--- src/rtl/i2c_arbiter.sv ---
// i2c_arbiter: round-robin arbiter sharing one i2c_master among N_REQ
// requesters, with start and transfer timeouts that abort via m_rst.
//
// Ports:
//   clk, rst           clock; synchronous active-low reset
//   req                per-requester level request
//   cmd_in, wdata_in   per-requester {addr,rw} and write bytes (8b slices)
//   gnt, done          one-hot grant; one-cycle completion pulse
//   err, rdata         timeout flag and read byte, valid with done
//   m_en, m_rst        master enable pulse and active-high master reset
//   m_cmd, m_data      command/write byte held for the whole transfer
//   m_busy             master busy
//   m_read_data        master read byte
module i2c_arbiter #(
   parameter int N_REQ     = 3,
   parameter int EN_CYCLES = 2,
   parameter int START_TO  = 16,
   parameter int XFER_TO   = 65535
) (
   input  logic               clk,
   input  logic               rst,
   input  logic [N_REQ-1:0]   req,
   input  logic [8*N_REQ-1:0] cmd_in,
   input  logic [8*N_REQ-1:0] wdata_in,
   output logic [N_REQ-1:0]   gnt,
   output logic [N_REQ-1:0]   done,
   output logic               err,
   output logic [7:0]         rdata,
   output logic               m_en,
   output logic               m_rst,
   output logic [7:0]         m_cmd,
   output logic [7:0]         m_data,
   input  logic               m_busy,
   input  logic [7:0]         m_read_data
);

   localparam int IW = (N_REQ > 1) ? $clog2(N_REQ) : 1;
   localparam logic [15:0] EN_LAST    = 16'(EN_CYCLES - 1);
   localparam logic [15:0] START_LAST = 16'(START_TO - 1);
   localparam logic [15:0] XFER_LAST  = 16'(XFER_TO - 1);

   typedef enum logic [2:0] {
      IDLE,
      LAUNCH,
      WAIT_BUSY,
      WAIT_DONE,
      COMPLETE,
      ABORT
   } state_t;

   state_t        state;
   logic [IW-1:0] last_gnt;
   logic [IW-1:0] cur;
   logic [IW-1:0] win;
   logic          found;
   logic [15:0]   cnt;
   logic [15:0]   cnt_inc;
   logic [7:0]    cmd_a [N_REQ];
   logic [7:0]    wd_a  [N_REQ];

   // Saturating increment: a stuck counter must never wrap back below
   // its timeout threshold.
   assign cnt_inc = (cnt == 16'hFFFF) ? cnt : cnt + 16'd1;

   always_comb begin
      for (int i = 0; i < N_REQ; i++) begin
         cmd_a[i] = cmd_in[i*8 +: 8];
         wd_a[i]  = wdata_in[i*8 +: 8];
      end
   end

   // Search starts one past the last winner, so the previous owner is
   // considered last and cannot win twice while others wait.
   always_comb begin
      int j;
      j     = 0;
      win   = last_gnt;
      found = 1'b0;
      for (int k = 1; k <= N_REQ; k++) begin
         j = (int'(last_gnt) + k) % N_REQ;
         if (!found && req[IW'(j)]) begin
            win   = IW'(j);
            found = 1'b1;
         end
      end
   end

   always_ff @(posedge clk) begin
      if (!rst) begin
         state    <= IDLE;
         gnt      <= '0;
         done     <= '0;
         err      <= 1'b0;
         rdata    <= 8'h00;
         m_en     <= 1'b0;
         m_rst    <= 1'b1;
         m_cmd    <= 8'h00;
         m_data   <= 8'h00;
         last_gnt <= IW'(N_REQ - 1);
         cur      <= '0;
         cnt      <= '0;
      end else begin
         m_rst <= 1'b0;
         done  <= '0;
         unique case (state)
            IDLE: begin
               if (found) begin
                  cur    <= win;
                  gnt    <= N_REQ'(1) << win;
                  m_cmd  <= cmd_a[win];
                  m_data <= wd_a[win];
                  m_en   <= 1'b1;
                  cnt    <= '0;
                  state  <= LAUNCH;
               end
            end
            LAUNCH: begin
               if (cnt >= EN_LAST) begin
                  m_en  <= 1'b0;
                  cnt   <= '0;
                  state <= WAIT_BUSY;
               end else begin
                  cnt <= cnt_inc;
               end
            end
            WAIT_BUSY: begin
               if (m_busy) begin
                  cnt   <= '0;
                  state <= WAIT_DONE;
               end else if (cnt >= START_LAST) begin
                  cnt   <= '0;
                  done  <= gnt;
                  err   <= 1'b1;
                  m_rst <= 1'b1;
                  state <= ABORT;
               end else begin
                  cnt <= cnt_inc;
               end
            end
            WAIT_DONE: begin
               if (!m_busy) begin
                  cnt   <= '0;
                  done  <= gnt;
                  err   <= 1'b0;
                  if (m_cmd[0]) rdata <= m_read_data;
                  state <= COMPLETE;
               end else if (cnt >= XFER_LAST) begin
                  cnt   <= '0;
                  done  <= gnt;
                  err   <= 1'b1;
                  m_rst <= 1'b1;
                  state <= ABORT;
               end else begin
                  cnt <= cnt_inc;
               end
            end
            COMPLETE, ABORT: begin
               gnt      <= '0;
               err      <= 1'b0;
               last_gnt <= cur;
               cnt      <= '0;
               state    <= IDLE;
            end
            default: state <= IDLE;
         endcase
      end
   end

endmodule

--- config.mk ---
export PLATFORM = sky130hd
export DESIGN_NAME = i2c_arbiter
export DESIGN_NICKNAME = d
export VERILOG_FILES = /design/src/rtl/i2c_arbiter.sv
export SDC_FILE = /design/constraint.sdc
export NUM_CORES = 1
export LEC_CHECK = 0
export CORE_ASPECT_RATIO = 1.2
export CORE_MARGIN = 10
export CORE_UTILIZATION = 30
export DETAILED_ROUTE_END_ITERATION = 7
export DONT_BUFFER_PORTS = 1
export PLACE_DENSITY = 0.45
export SLEW_MARGIN = 20
export SYNTH_ARGS = -nofsm -noshare
export SYNTH_HDL_FRONTEND = slang
export SYNTH_SLANG_ARGS = --single-unit
--- constraint.sdc ---
create_clock -name clk -period 2.2 [get_ports clk]
set_input_delay 0.22 -clock clk [delete_from_list [all_inputs] [get_ports clk]]
set_output_delay 0.22 -clock clk [all_outputs]
set_load 0.01 [all_outputs]
# Yosys cells after proc, flatten, opt, wreduce, memory -nomap -nowiden

Cells that the tools add are included.

Flip-flop bits (word level): 56
Bits of input ports: 62

$add $sub $neg: 4
Div/mod/pow operators: 3
$lt $le $gt $ge: 7
Eq/ne operators: 12
Shift-type cells: 1
Mux-type cells: 56
Bitwise logic cells: 2
Reduce and logical (&&, ||, !) cells: 17

Operators by type and width:

| cell                                                       | number |
|---|---|
| 2-to-1 mux 16 bit                                          | 7 |
| modulo 32 x 3 -> 32 bit, second input constant             | 3 |
| one-hot mux 16 bit (5 select lines)                        | 1 |
| 2-to-1 mux 3 bit                                           | 11 |
| binary-select mux 8 bit (select 2 bit)                     | 2 |
| 2-to-1 mux 8 bit                                           | 4 |
| 2-to-1 mux 1 bit                                           | 19 |
| adder 16 x 1 -> 16 bit, second input constant              | 1 |
| equality test 16 bit, second input constant                | 1 |
| >= comparator 16 x 1 -> 1 bit, second input constant       | 1 |
| >= comparator 16 bit, second input constant                | 1 |
| >= comparator 16 x 4 -> 1 bit, second input constant       | 1 |
| less-than comparator 2 x 4 -> 1 bit, second input constant | 3 |
| one-hot mux 3 bit (2 select lines)                         | 2 |
| one-hot mux 3 bit (4 select lines)                         | 1 |
| inequality test 2 bit, second input constant               | 4 |
| AND reduction 4 bit                                        | 2 |
| adder 2 x 2 -> 3 bit, second input constant                | 2 |
| binary-select mux 1 bit (select 2 bit)                     | 3 |
| equality test 3 x 2 -> 1 bit, second input constant        | 2 |
| equality test 3 bit, second input constant                 | 2 |
| 2-to-1 mux 2 bit                                           | 3 |
| inequality test 3 bit, second input constant               | 2 |
| AND reduction 2 bit                                        | 3 |
| other kinds (16)                                           | 21 |

# Logic depth before layout (Yosys ltp)

Gate-level depths: netlist of the first run.

Depth in word-level cells: 16
Mapped depth: 11
Mapped depth without buffers: 8

# Least setup slack after synthesis of the first run

OpenSTA, ideal clock, no wires.

Path kind: reg-to-reg
Start point: register last_gnt[0]
End point: register cnt[7]
Library setup time: 70 ps
Data arrival time: 2299 ps
Required time: 2130 ps
Setup slack: -168 ps
Stages on the path, launching flop included: 9
Path buffers: 1
Cell sequence: dfxtp_1 inv_1 ha_1 maj3_2 a221oi_4 o21ai_2 buf_6 or4_1 a21oi_1

Word-level cells in the longest chain between the ends: 14
Elaborated cells between the ends (all ways): 24
Those cells by class: add/sub (3); div (3); eq/ne (1); mux (12); reduce/logical (5)

RTL lines:

| element                                             | RTL line | text |
|---|---|---|
| start, declared                                     | 52       | `logic [IW-1:0] last_gnt;` |
| start signal, assigned                              | 99       | `last_gnt <= IW'(N_REQ - 1);` |
| start signal, assigned                              | 160      | `last_gnt <= cur;` |
| adder 2 x 1 -> 3 bit                                | 80       | `j = (int'(last_gnt) + k) % N_REQ;` |
| modulo 32 x 3 -> 32 bit                             | 80       |  |
| binary-select mux 1 bit (select 2 bit)              | 81       | `if (!found && req[IW'(j)]) begin` |
| 2-to-1 mux 1 bit (implied by the code) (2 in a row) | 81       |  |
| 2-to-1 mux 1 bit                                    | 81       |  |
| zero test 1 bit                                     | 81       |  |
| logical AND 1 bit                                   | 81       |  |
| 2-to-1 mux 1 bit                                    | 81       |  |
| zero test 1 bit                                     | 81       |  |
| logical AND 1 bit                                   | 81       |  |
| 2-to-1 mux 1 bit *                                  | 81       |  |
| inequality test 2 bit (no line) *                   | n/a      |  |
| AND reduction 2 bit (no line) *                     | n/a      |  |
| end signal, assigned                                | 123      | `cnt <= cnt_inc;` |
| end signal, assigned                                | 137      | `cnt <= cnt_inc;` |
| end signal, assigned                                | 154      | `cnt <= cnt_inc;` |
| end, declared                                       | 56       | `logic [15:0] cnt;` |

Every way passes the cells marked *; elsewhere a longest branch is shown, timed or not. The select of a mux whose other input is x is not followed.
A chain may end at the register's enable or synchronous reset.

# Final worst setup path of the first run

Start point: register last_gnt[0]
End point: register m_cmd[7]

Word-level cells in the longest chain between the ends: 16
Elaborated cells between the ends (all ways): 30
Those cells by class: add/sub (3); div (3); mux (18); bitwise (1); reduce/logical (5)

RTL lines:

| element                                             | RTL line | text |
|---|---|---|
| adder 2 x 1 -> 3 bit                                | 80       |  |
| modulo 32 x 3 -> 32 bit                             | 80       |  |
| binary-select mux 1 bit (select 2 bit)              | 81       |  |
| 2-to-1 mux 1 bit (implied by the code) (2 in a row) | 81       |  |
| 2-to-1 mux 1 bit                                    | 81       |  |
| zero test 1 bit                                     | 81       |  |
| logical AND 1 bit                                   | 81       |  |
| 2-to-1 mux 1 bit                                    | 81       |  |
| zero test 1 bit                                     | 81       |  |
| logical AND 1 bit                                   | 81       |  |
| 2-to-1 mux 2 bit                                    | 81       |  |
| inverter 2 -> 3 bit (implied by the code)           | 110      | `m_cmd <= cmd_a[win];` |
| binary-select mux 8 bit (select 2 bit)              | 110      |  |
| 2-to-1 mux 8 bit (implied by the code) (2 in a row) | 110      |  |
| end signal, assigned                                | 110      |  |
| end, declared                                       | 31       | `output logic [7:0] m_cmd,` |

Several ways; a longest one is shown, not always the timed one. The select of a mux whose other input is x is not followed.

==> results of run 1 <==
[flip-flops by register name (all words and copies together) (netlist names)]
register	count
cnt	16
cur	2
done	3
err	1
gnt	3
last_gnt	2
m_cmd	8
m_data	8
m_en	1
m_rst	1
rdata	8
state	3
[metrics by stage]
stage / cells / util [%] / setup slack, ns / TNS, ns
detailed placement: 536 / 34.8 / -0.322 / -5.41
finish: 557 / 39.9 / -0.0173 / -0.0381
CTS: 550 / 37.4 / -0.0201 / -0.0398
global placement: 536 / 34.8 / -0.213 / -3.67
floorplan: 402 / - / -0.00469 / -0.00469
global route: 557 / 39.9 / -0.134 / -1.66
[logic make-up (layout without fill, tap and decap cells)]
group           Yosys count  count (layout)
compound gates          162             162
simple gates            129             129
flops                    56              56
buf+inv                  39              68
fa+ha+maj                 7               7
mux                       5               5
xor+xnor                  4               4
[placed cells by master (no fill, tap or decap), types with 4 or more instances in the layout]
| cell | count |
|---|---|
| sky130_fd_sc_hd__and2_1 | 6 |
| sky130_fd_sc_hd__or3_1 | 8 |
| sky130_fd_sc_hd__buf_12 | 6 |
| sky130_fd_sc_hd__ha_1 | 4 |
| sky130_fd_sc_hd__nand2_1 | 27 |
| sky130_fd_sc_hd__nand4_1 | 5 |
| sky130_fd_sc_hd__nand3_1 | 34 |
| sky130_fd_sc_hd__nand2b_1 | 5 |
| sky130_fd_sc_hd__a21oi_1 | 40 |
| sky130_fd_sc_hd__a31oi_1 | 18 |
| sky130_fd_sc_hd__clkbuf_16 | 6 |
| sky130_fd_sc_hd__mux2i_1 | 5 |
| sky130_fd_sc_hd__a21oi_2 | 6 |
| sky130_fd_sc_hd__a21o_1 | 16 |
| sky130_fd_sc_hd__inv_1 | 9 |
| sky130_fd_sc_hd__o21ai_0 | 40 |
| sky130_fd_sc_hd__buf_6 | 8 |
| sky130_fd_sc_hd__and3_1 | 4 |
| sky130_fd_sc_hd__dfxtp_1 | 54 |
| sky130_fd_sc_hd__a22oi_1 | 4 |
| sky130_fd_sc_hd__xor2_1 | 4 |
| sky130_fd_sc_hd__buf_4 | 34 |
| sky130_fd_sc_hd__nor3_1 | 5 |
| sky130_fd_sc_hd__nor2_1 | 15 |
[metal layers]
metal  vias up  wire length, um  global-route usage [%]
met4         0              140                    4.03
met2       114             5460                    23.2
li1       1563                -                       -
met1      1539             4260                    14.2
met5         -                0                       0
met3        12              775                    3.96
[area by class of cell]
class | instances | area share [%]
clock inverters | 3 | 0.683
well taps | 126 | 3.91
inverters | 10 | 0.993
multi-input cells | 307 | 51.0
repair buffers | 50 | 12.4
flip-flops and latches | 56 | 27.9
clock buffers | 5 | 3.10
[how the worst min path moves through the flow]
stage / start / endpoint / slack, ns / cells past startpoint
after floorplan: m_read_data[1] / rdata[1]$_SDFFE_PN0P_ / 0.37 / 2
after global placement: rst / last_gnt[1]$_SDFFE_PN1N_ / 0.29 / 1
after detailed placement: rst / last_gnt[1]$_SDFFE_PN1N_ / 0.29 / 1
after CTS: rst / gnt[1]$_SDFFE_PN0P_ / 0.02 / 2
after global routing: rst / gnt[1]$_SDFFE_PN0P_ / 0.04 / 2
final: rst / gnt[1]$_SDFFE_PN0P_ / 0.04 / 2
[power by group through the flow]
stage	sequential, mW	combinational [mW]	clock [mW]
after floorplan	1.33	0.691	0
after global placement	1.39	1.05	0
after detailed placement	1.39	1.07	0
after CTS	1.36	1.10	0.866
after global routing	1.38	1.33	0.902
final	1.36	1.20	0.845
[repair_timing]
action                     4_1_cts  5_1_grt
hold buffers                     1        0
hold endpoints to repair         1        0
setup endpoints to repair       23       39
gates cloned                     0        3
setup buffers                    5        4
pin swaps                        6       22
resized for setup                9       37
==> results by stage, run 1 <==
Die:
- The die covers 0.0150 mm2.
- The core region is 0.0101 mm2.
- The number of top-level design ports is 95.
- The effective utilization at floorplan is 31.0%.
- The overall die width is about 110 um.
- The floorplan row count is 40.
- In this run the vertical extent of the chip is 132 um.

Critical path:
- The launch point of the critical path is last_gnt[0]$_SDFFE_PN0N_.
- Data on the critical path is required at its endpoint by 2.43 ns.
- The number of buffers and inverters on the critical path is 3.
- The worst reg2reg path depth is 10.
- The kind of cell with the highest combined delay on the critical path is compound AO/OA/AOI/OAI gates.
- The reg-to-reg critical path endpoint is m_cmd[7]$_SDFFE_PN0P_.
- The endpoint of the most critical setup path is m_cmd[7]$_SDFFE_PN0P_.
- The instance count on the critical path is 10.
- On the worst path, the slowest cell contributes a delay of 0.38 ns.
- The launch point of the worst reg-to-reg path is last_gnt[0]$_SDFFE_PN0N_.
- In this run the worst path has a maximum fanout of 16.
- The critical path class is reg -> reg.
- Traced cell by cell, the critical path runs through inv_4, ha_4, mux2i_1, o22ai_2, buf_4, o31a_1, buf_12, a21oi_4, o21ai_1, a21oi_1.
- Across all register-to-register paths, the minimum setup slack is -0.02 ns.
- The nature of the critical path endpoint is a flop.
- For the worst setup path, the data arrival time is 2.45 ns.
- On the critical path, the stage with the largest delay is an instance of sky130_fd_sc_hd__dfxtp_4.
- The worst setup path is launched from a flop.

Global routing:
- The number of global-route vias before repair is approximately 3200.
- The first global-routing pass estimated 16500 um of wire.
- The final global-route overflow total is 0.
- The maximum number of pins on one net before global-route repair is 31.
- The initial antenna violation count is 0.
- Global routing used 13.0% of the available tracks across all layers.

Cells and area:
- The flip-flop and latch area is around 0.0011 mm2.
- The antenna diode instance count is 0.
- The fraction of layout cells with a size suffix above 1 is 21.6%.
- The count of filler cells inserted in the layout is 1044.
- The area overhead of the layout relative to synthesis is 28.6%.
- The final standard cell area without fillers is 0.00403 mm2.
- The multi-input combinational cells in the finished layout cover a total of slightly above 0.002 mm2.
- The net count of the finished layout is 498.

Clock network:
- The clock-pin slew on the worst setup and hold paths is about 0.080 ns.
- The clock reaches the later pin of the worst-skew pair after around 0.3 ns.
- The clock root buffer is sky130_fd_sc_hd__clkbuf_16.
- The H-tree generated during clock tree synthesis spans 2 levels.
- The buffer depth of the longest clock path is 2.
- The number of clock buffers added by TritonCTS is 5.
- TritonCTS built the clock tree.
- The count of clock tree sinks is 56.

STA:
- The final worst setup slack is -0.0173 ns.
- The maximum clock skew at final layout is ~0.0087 ns.
- The number of hold-slack violations in the final timing report came to 0.
- The routed design could run at a clock period as short as approximately 2.2 ns.
- At the pin with the least slew margin, the transition time is roughly 0.45 ns.
- The worst hold margin is 0.0363 ns.
- The final-report max-slew violation count was 0.
- Dividing the final minimum period by the clock period gives 101%.
- The final number of setup-violating endpoints is 4.
- Derived from the worst setup path, the maximum achievable clock frequency is about 450 MHz.
- Measured against its own limit, the worst slew margin works out to 69.9%.
- Setup repair after global routing could not meet its margin everywhere.

Routing:
- Summing over every cut layer, the via total after detailed routing is approximately 3200.
- Dividing the detail-routed wire length by the instance count gives approximately 19 um.
- In this run the remaining antenna-violating nets after routing total 0.
- The number of violations reported at the end of detailed-routing iteration 0 is 187.
- The pre-antenna-repair detailed-routing pass consisted of 4 iterations.
- Summed over all layers, the routed wires come to 10600 um.
- Using the TritonRoute via totals, the vias-per-cell ratio works out to 5.80.
- In the routed design, unresolved DRC markers number 0.

Power and ir drop:
- The internal cell power is 2.14 mW.
- The leakage dissipation is 1.44 nW.
- The power density of the placed cells is roughly 840 mW/mm2.
- The clock network burns about a quarter of the power.
- Combinational cells account for 35.3% of the total power.
- Per report_power, the sequential group accounts for 39.9% of the total.
- Net switching is 37.1% of the power.
- The total power is 3.41 mW.
- Across the VDD grid, the largest voltage drop is 0.311 mV.
- The switching component of the power is 1.26 mW.

Synthesis:
- Summing the areas of all compound-gate instances in the mapped netlist gives 32.0% of the synthesized area.
- The synthesized netlist devotes 1.12% of its cell area to XOR and XNOR gates.
- After synthesis, the largest family of logic cells by area is compound AO/OA/AOI/OAI gates.
- The synthesized-area fraction occupied by adder cells is 2.75%.
- The most used standard cell by instance count after synthesis is sky130_fd_sc_hd__dfxtp_1.
- After synthesis the netlist holds a flip-flop and latch count of 56.
- By area the synthesized netlist is led by sky130_fd_sc_hd__dfxtp_1 (36%), sky130_fd_sc_hd__a21oi_1 (7.7%), sky130_fd_sc_hd__o21ai_0 (6.7%).
- A synthesized cell averages 7.80 um2.
- After synthesis, the share of flip-flops with an asynchronous set or reset is 0%.
- The most used flip-flop cell after synthesis is sky130_fd_sc_hd__dfxtp_1.
- After synthesis, the share of cell area in mux cells is 1.60%.
- The share of the synthesized area in the top cell type is 35.7%.
- By count the netlist is led by sky130_fd_sc_hd__dfxtp_1 (56), sky130_fd_sc_hd__a21oi_1 (48), sky130_fd_sc_hd__o21ai_0 (42).
- The post-synthesis net count is 470.
- The simple-gate portion of the synthesized area is between 20% and 30%.
- The share of the Yosys chip area taken by registers is roughly 36%.
- In this run, synthesis inferred 0 flip-flops with an integrated enable.
- The synthesized design spends more area on one cell type than any other, namely sky130_fd_sc_hd__dfxtp_1.
- The number of library cell types mapped by synthesis is between 50 and 60.
- The cell count after synthesis is 402.
- Yosys printed 0 warnings.
- In this run the cell area of the synthesized design comes to 0.00314 mm2.

Outcome:
- The flow ran to the end, but the final reports show violations.
- The final reports fail on negative setup slack.

Placement:
- In this run the cell area measured after placement is 0.00352 mm2.
- In this run the tool buffered the top-level ports with 0 buffer cells.
- At the end of routability-driven placement, the weighted congestion stood at between 0.7 and 0.8.
- The post-detailed-placement half-perimeter wirelength is 7590 um.

Min path:
- The type of the tightest min-delay check is in -> reg.

Run:
- Across the run, the number of max-cap violations was 0.
(Power assumes the default switching activity.)
==> inputs of run 2 (changes only) <==
--- a/config.mk
+++ b/config.mk
@@ -7,10 +7,10 @@
 export LEC_CHECK = 0
 export CORE_ASPECT_RATIO = 1.2
 export CORE_MARGIN = 10
-export CORE_UTILIZATION = 30
+export CORE_UTILIZATION = 51
 export DETAILED_ROUTE_END_ITERATION = 7
 export DONT_BUFFER_PORTS = 1
-export PLACE_DENSITY = 0.45
+export PLACE_DENSITY = 0.69
 export SLEW_MARGIN = 20
 export SYNTH_ARGS = -nofsm -noshare
 export SYNTH_HDL_FRONTEND = slang
==> results by stage, run 2 (synthesis results as in run 1) <==
Power and ir drop:
- The part of the power in the clock network is 19.1%.
- The total power is 2.95 mW.
- The internal portion of the total power is around 1.8 mW.
- The switching component of the power is 1.12 mW.
- In this run the static leakage power is 1.34 nW.
- The worst-case vdd ir drop is 0.523 mV.
- The fraction of power spent switching nets is 38.0%.
- The power density of the placed cells is ~800 mW/mm2.
- The sequential group share of total power is 46.9%.
- The power share of the combinational group is 34.0%.

Critical path:
- The instance count on the critical path is 7.
- The signal on the critical path passes through inv_4, ha_4, maj3_2, a221oi_4, o21ai_4, or4_1, a21oi_1.
- The buffering stage count on the worst path with inverters included is 1.
- The worst path arrival time is 2.44 ns.
- Of all nets on the critical path, the largest fanout is 11.
- The critical path class is reg -> reg.
- The reg-to-reg critical path endpoint is cnt[5]$_SDFFE_PN0P_.
- The worst reg2reg path depth is 7.
- The critical path's slowest cell is sky130_fd_sc_hd__or4_1.
- Setup slack on the worst reg-to-reg path comes out at 0.003 ns.
- The kind of cell with the highest combined delay on the critical path is compound AO/OA/AOI/OAI gates.
- The most critical setup path has its startpoint at last_gnt[0]$_SDFFE_PN0N_.
- The launch point of the worst reg-to-reg path is last_gnt[0]$_SDFFE_PN0N_.
- The required time of the worst setup path is 2.44 ns.
- The largest single stage delay on the critical path is 0.52 ns.
- The worst setup path is captured at a flop.
- The endpoint of the most critical setup path is cnt[5]$_SDFFE_PN0P_.
- The critical path startpoint category is a flop.

Min path:
- The type of the tightest min-delay check is in -> reg.

Routing:
- The total vias in the final route is 3130.
- The wire length after detailed routing is 9100 um.
- In the routed design, unresolved DRC markers number 0.
- The number of violations reported at the end of detailed-routing iteration 0 is around 130.
- The post-detailed-route count of antenna-violating nets is 0.
- The first detailed-routing pass took 4 iterations.
- In the final routed layout, each cell accounts on average for 18.1 um.
- Using the TritonRoute via totals, the vias-per-cell ratio works out to 6.24.

Die:
- 95 I/O pins were placed.
- The effective utilization at floorplan is 52.2%.
- The total area inside the core boundary comes to 0.00601 mm2.
- The die area is 0.00970 mm2.
- The overall die width is 91.6 um.
- The floorplan row count is 31.
- The height of the die is around 110 um.

Clock network:
- The number of clock buffers inserted by TritonCTS is 5.
- The longest clock path from root to sink contains 2 buffers.
- The later pin in the worst-skew pair is clocked with a latency of 0.31 ns.
- The clock root buffer is sky130_fd_sc_hd__clkbuf_8.
- The TritonCTS clock tree is yes.
- The H-tree generated during clock tree synthesis spans 2 levels.
- The count of clock tree sinks is 56.
- The clock-pin slew on the worst setup and hold paths is approximately 0.1 ns.

STA:
- The final number of setup-violating endpoints is 0.
- The achievable frequency is 455 MHz.
- On the final layout, the worst clock skew is just over 0.008 ns.
- The number of hold-slack violations in the final timing report was 0.
- At the pin with the least slew margin, the transition time is approximately 0.47 ns.
- The worst pin sits at a relative slew slack of 68.4%.
- The worst hold margin is 0.0150 ns.
- The final critical-path required period is between 2 and 2.5 ns.
- Setup repair after global routing could not meet its margin everywhere.
- Of the available clock period, the critical path in the final layout requires 99.9%.
- The final-report max-slew violation count is 0.

Cells and area:
- After filler insertion, the fill cell instance count of the layout stands at approximately 530.
- The flip-flop and latch area is 0.00113 mm2.
- The multi-input logic area is 0.00202 mm2.
- The antenna diode instance count is 0.
- Compared with the post-synthesis result, the final layout area differs by 18.0%.
- The net count of the finished layout is roughly 490.
- The library cell used most frequently in the layout, excluding fill and tap cells, is sky130_fd_sc_hd__dfxtp_1.
- The number of flip-flops in the largest register is 16.
- Ranked by flip-flop count, first place goes to cnt.
- The library cells used most frequently in the layout, excluding fill and tap cells, are sky130_fd_sc_hd__dfxtp_1 (53), sky130_fd_sc_hd__a21oi_1 (40), sky130_fd_sc_hd__o21ai_0 (38).
- After the flow finishes, the layout carries non-filler instances totaling 502.
- The final cell utilization of the core is 61.6%.
- The fraction of layout cells with a size suffix above 1 is 19.8%.

Global routing:
- The initial antenna violation count is 0.
- Entering global routing, the biggest net connects 31 pins.
- The first global-routing pass estimated 14600 um of wire.
- The number of global-route vias before repair came to slightly above 3000.
- The final global-route overflow total is 0.
- The global-route total usage across every layer is roughly 18%.

Placement:
- The number of placed instances, taps included, is 487.
- Summed over all nets, the half-perimeter wirelength after detailed placement is 6670 um.
- The number of I/O port buffers is 0.
- The last weighted congestion value of the routability-driven placer is 0.837.

Outcome:
- The run finished with clean final reports.

Run:
- Across the run, the number of max-cap violations was 0.
[run 2: cell count changes in the layout (fill, tap and decap cells not counted), moves of 2 or more]
cell	previous run	this run
sky130_fd_sc_hd__clkbuf_16	6	0
sky130_fd_sc_hd__buf_12	6	1
sky130_fd_sc_hd__clkbuf_8	0	5
sky130_fd_sc_hd__buf_4	34	30
sky130_fd_sc_hd__o31ai_1	3	6
sky130_fd_sc_hd__buf_6	8	6
sky130_fd_sc_hd__mux2i_1	5	3
sky130_fd_sc_hd__mux2i_2	0	2
sky130_fd_sc_hd__o21ai_0	40	38
sky130_fd_sc_hd__o21ai_1	2	4
sky130_fd_sc_hd__o31ai_4	3	1
[run 2: how the worst min path moves through the flow]
stage	start	to	slack (ns)	depth (start not counted)
detailed placement	rst	last_gnt[1]$_SDFFE_PN1N_	0.29	1
finish	rst	gnt[1]$_SDFFE_PN0P_	0.02	2
global route	rst	gnt[1]$_SDFFE_PN0P_	0.006	2
floorplan	m_read_data[1]	rdata[1]$_SDFFE_PN0P_	0.37	2
CTS	rst	gnt[1]$_SDFFE_PN0P_	0.005	2
global placement	rst	last_gnt[1]$_SDFFE_PN1N_	0.29	1
[run 2: what timing repair did]
| item | in CTS | in global routing |
|---|---|---|
| buffers inserted | 2 | 2 |
| setup endpoints to repair | 32 | 39 |
| gates resized for setup | 6 | 37 |
| hold buffers | 1 | 0 |
| pin swaps | 2 | 11 |
| gates cloned | 0 | 2 |
| hold endpoints to repair | 1 | 0 |
[run 2: metal layers]
| metal | vias to the layer above | share of wire, % | track usage (%) |
|---|---|---|---|
| li1 | 1542 | - | - |
| met1 | 1465 | 38 | 18.9 |
| met2 | 105 | 52 | 31.6 |
| met3 | 18 | 7.6 | 5.28 |
| met4 | 0 | 2.4 | 7.40 |
| met5 | - | 0 | 0 |
[run 2: stage by stage]
step / setup WS [ns] / cell area, um2 / setup TNS, ns
detailed placement: -0.130 / 3390 / -2.01
floorplan: -0.00469 / 3160 / -0.00469
finish: 0.00329 / 3700 / 0
global placement: -0.0867 / 3390 / -0.541
CTS: 0.00616 / 3540 / 0
global route: -0.126 / 3700 / -2.64
[run 2: worst reg2reg max path, delay by kind of cell (launching register included)]
kind / cells / cell delay (ns)
compound gates: 3 / 0.61
fa+ha+maj: 2 / 0.57
simple gates: 1 / 0.52
flops: 1 / 0.39
buf+inv: 1 / 0.04
[run 2: power by group through the flow]
stage	clock network, mW	registers [mW]	logic [mW]
floorplan	0	1.33	0.691
global placement	0	1.41	0.868
detailed placement	0	1.41	0.895
CTS	0.586	1.39	0.915
global route	0.624	1.41	1.12
finish	0.564	1.38	1.00
[run 2: cell type report]
cell class,instances,share of cell area [%]
Clock buffer,6,1.96
Tap cell,82,2.77
Clock inverter,2,0.439
Sequential cell,56,30.5
Inverter,10,1.08
Multi-Input combinational cell,308,54.5
Timing Repair Buffer,38,8.72
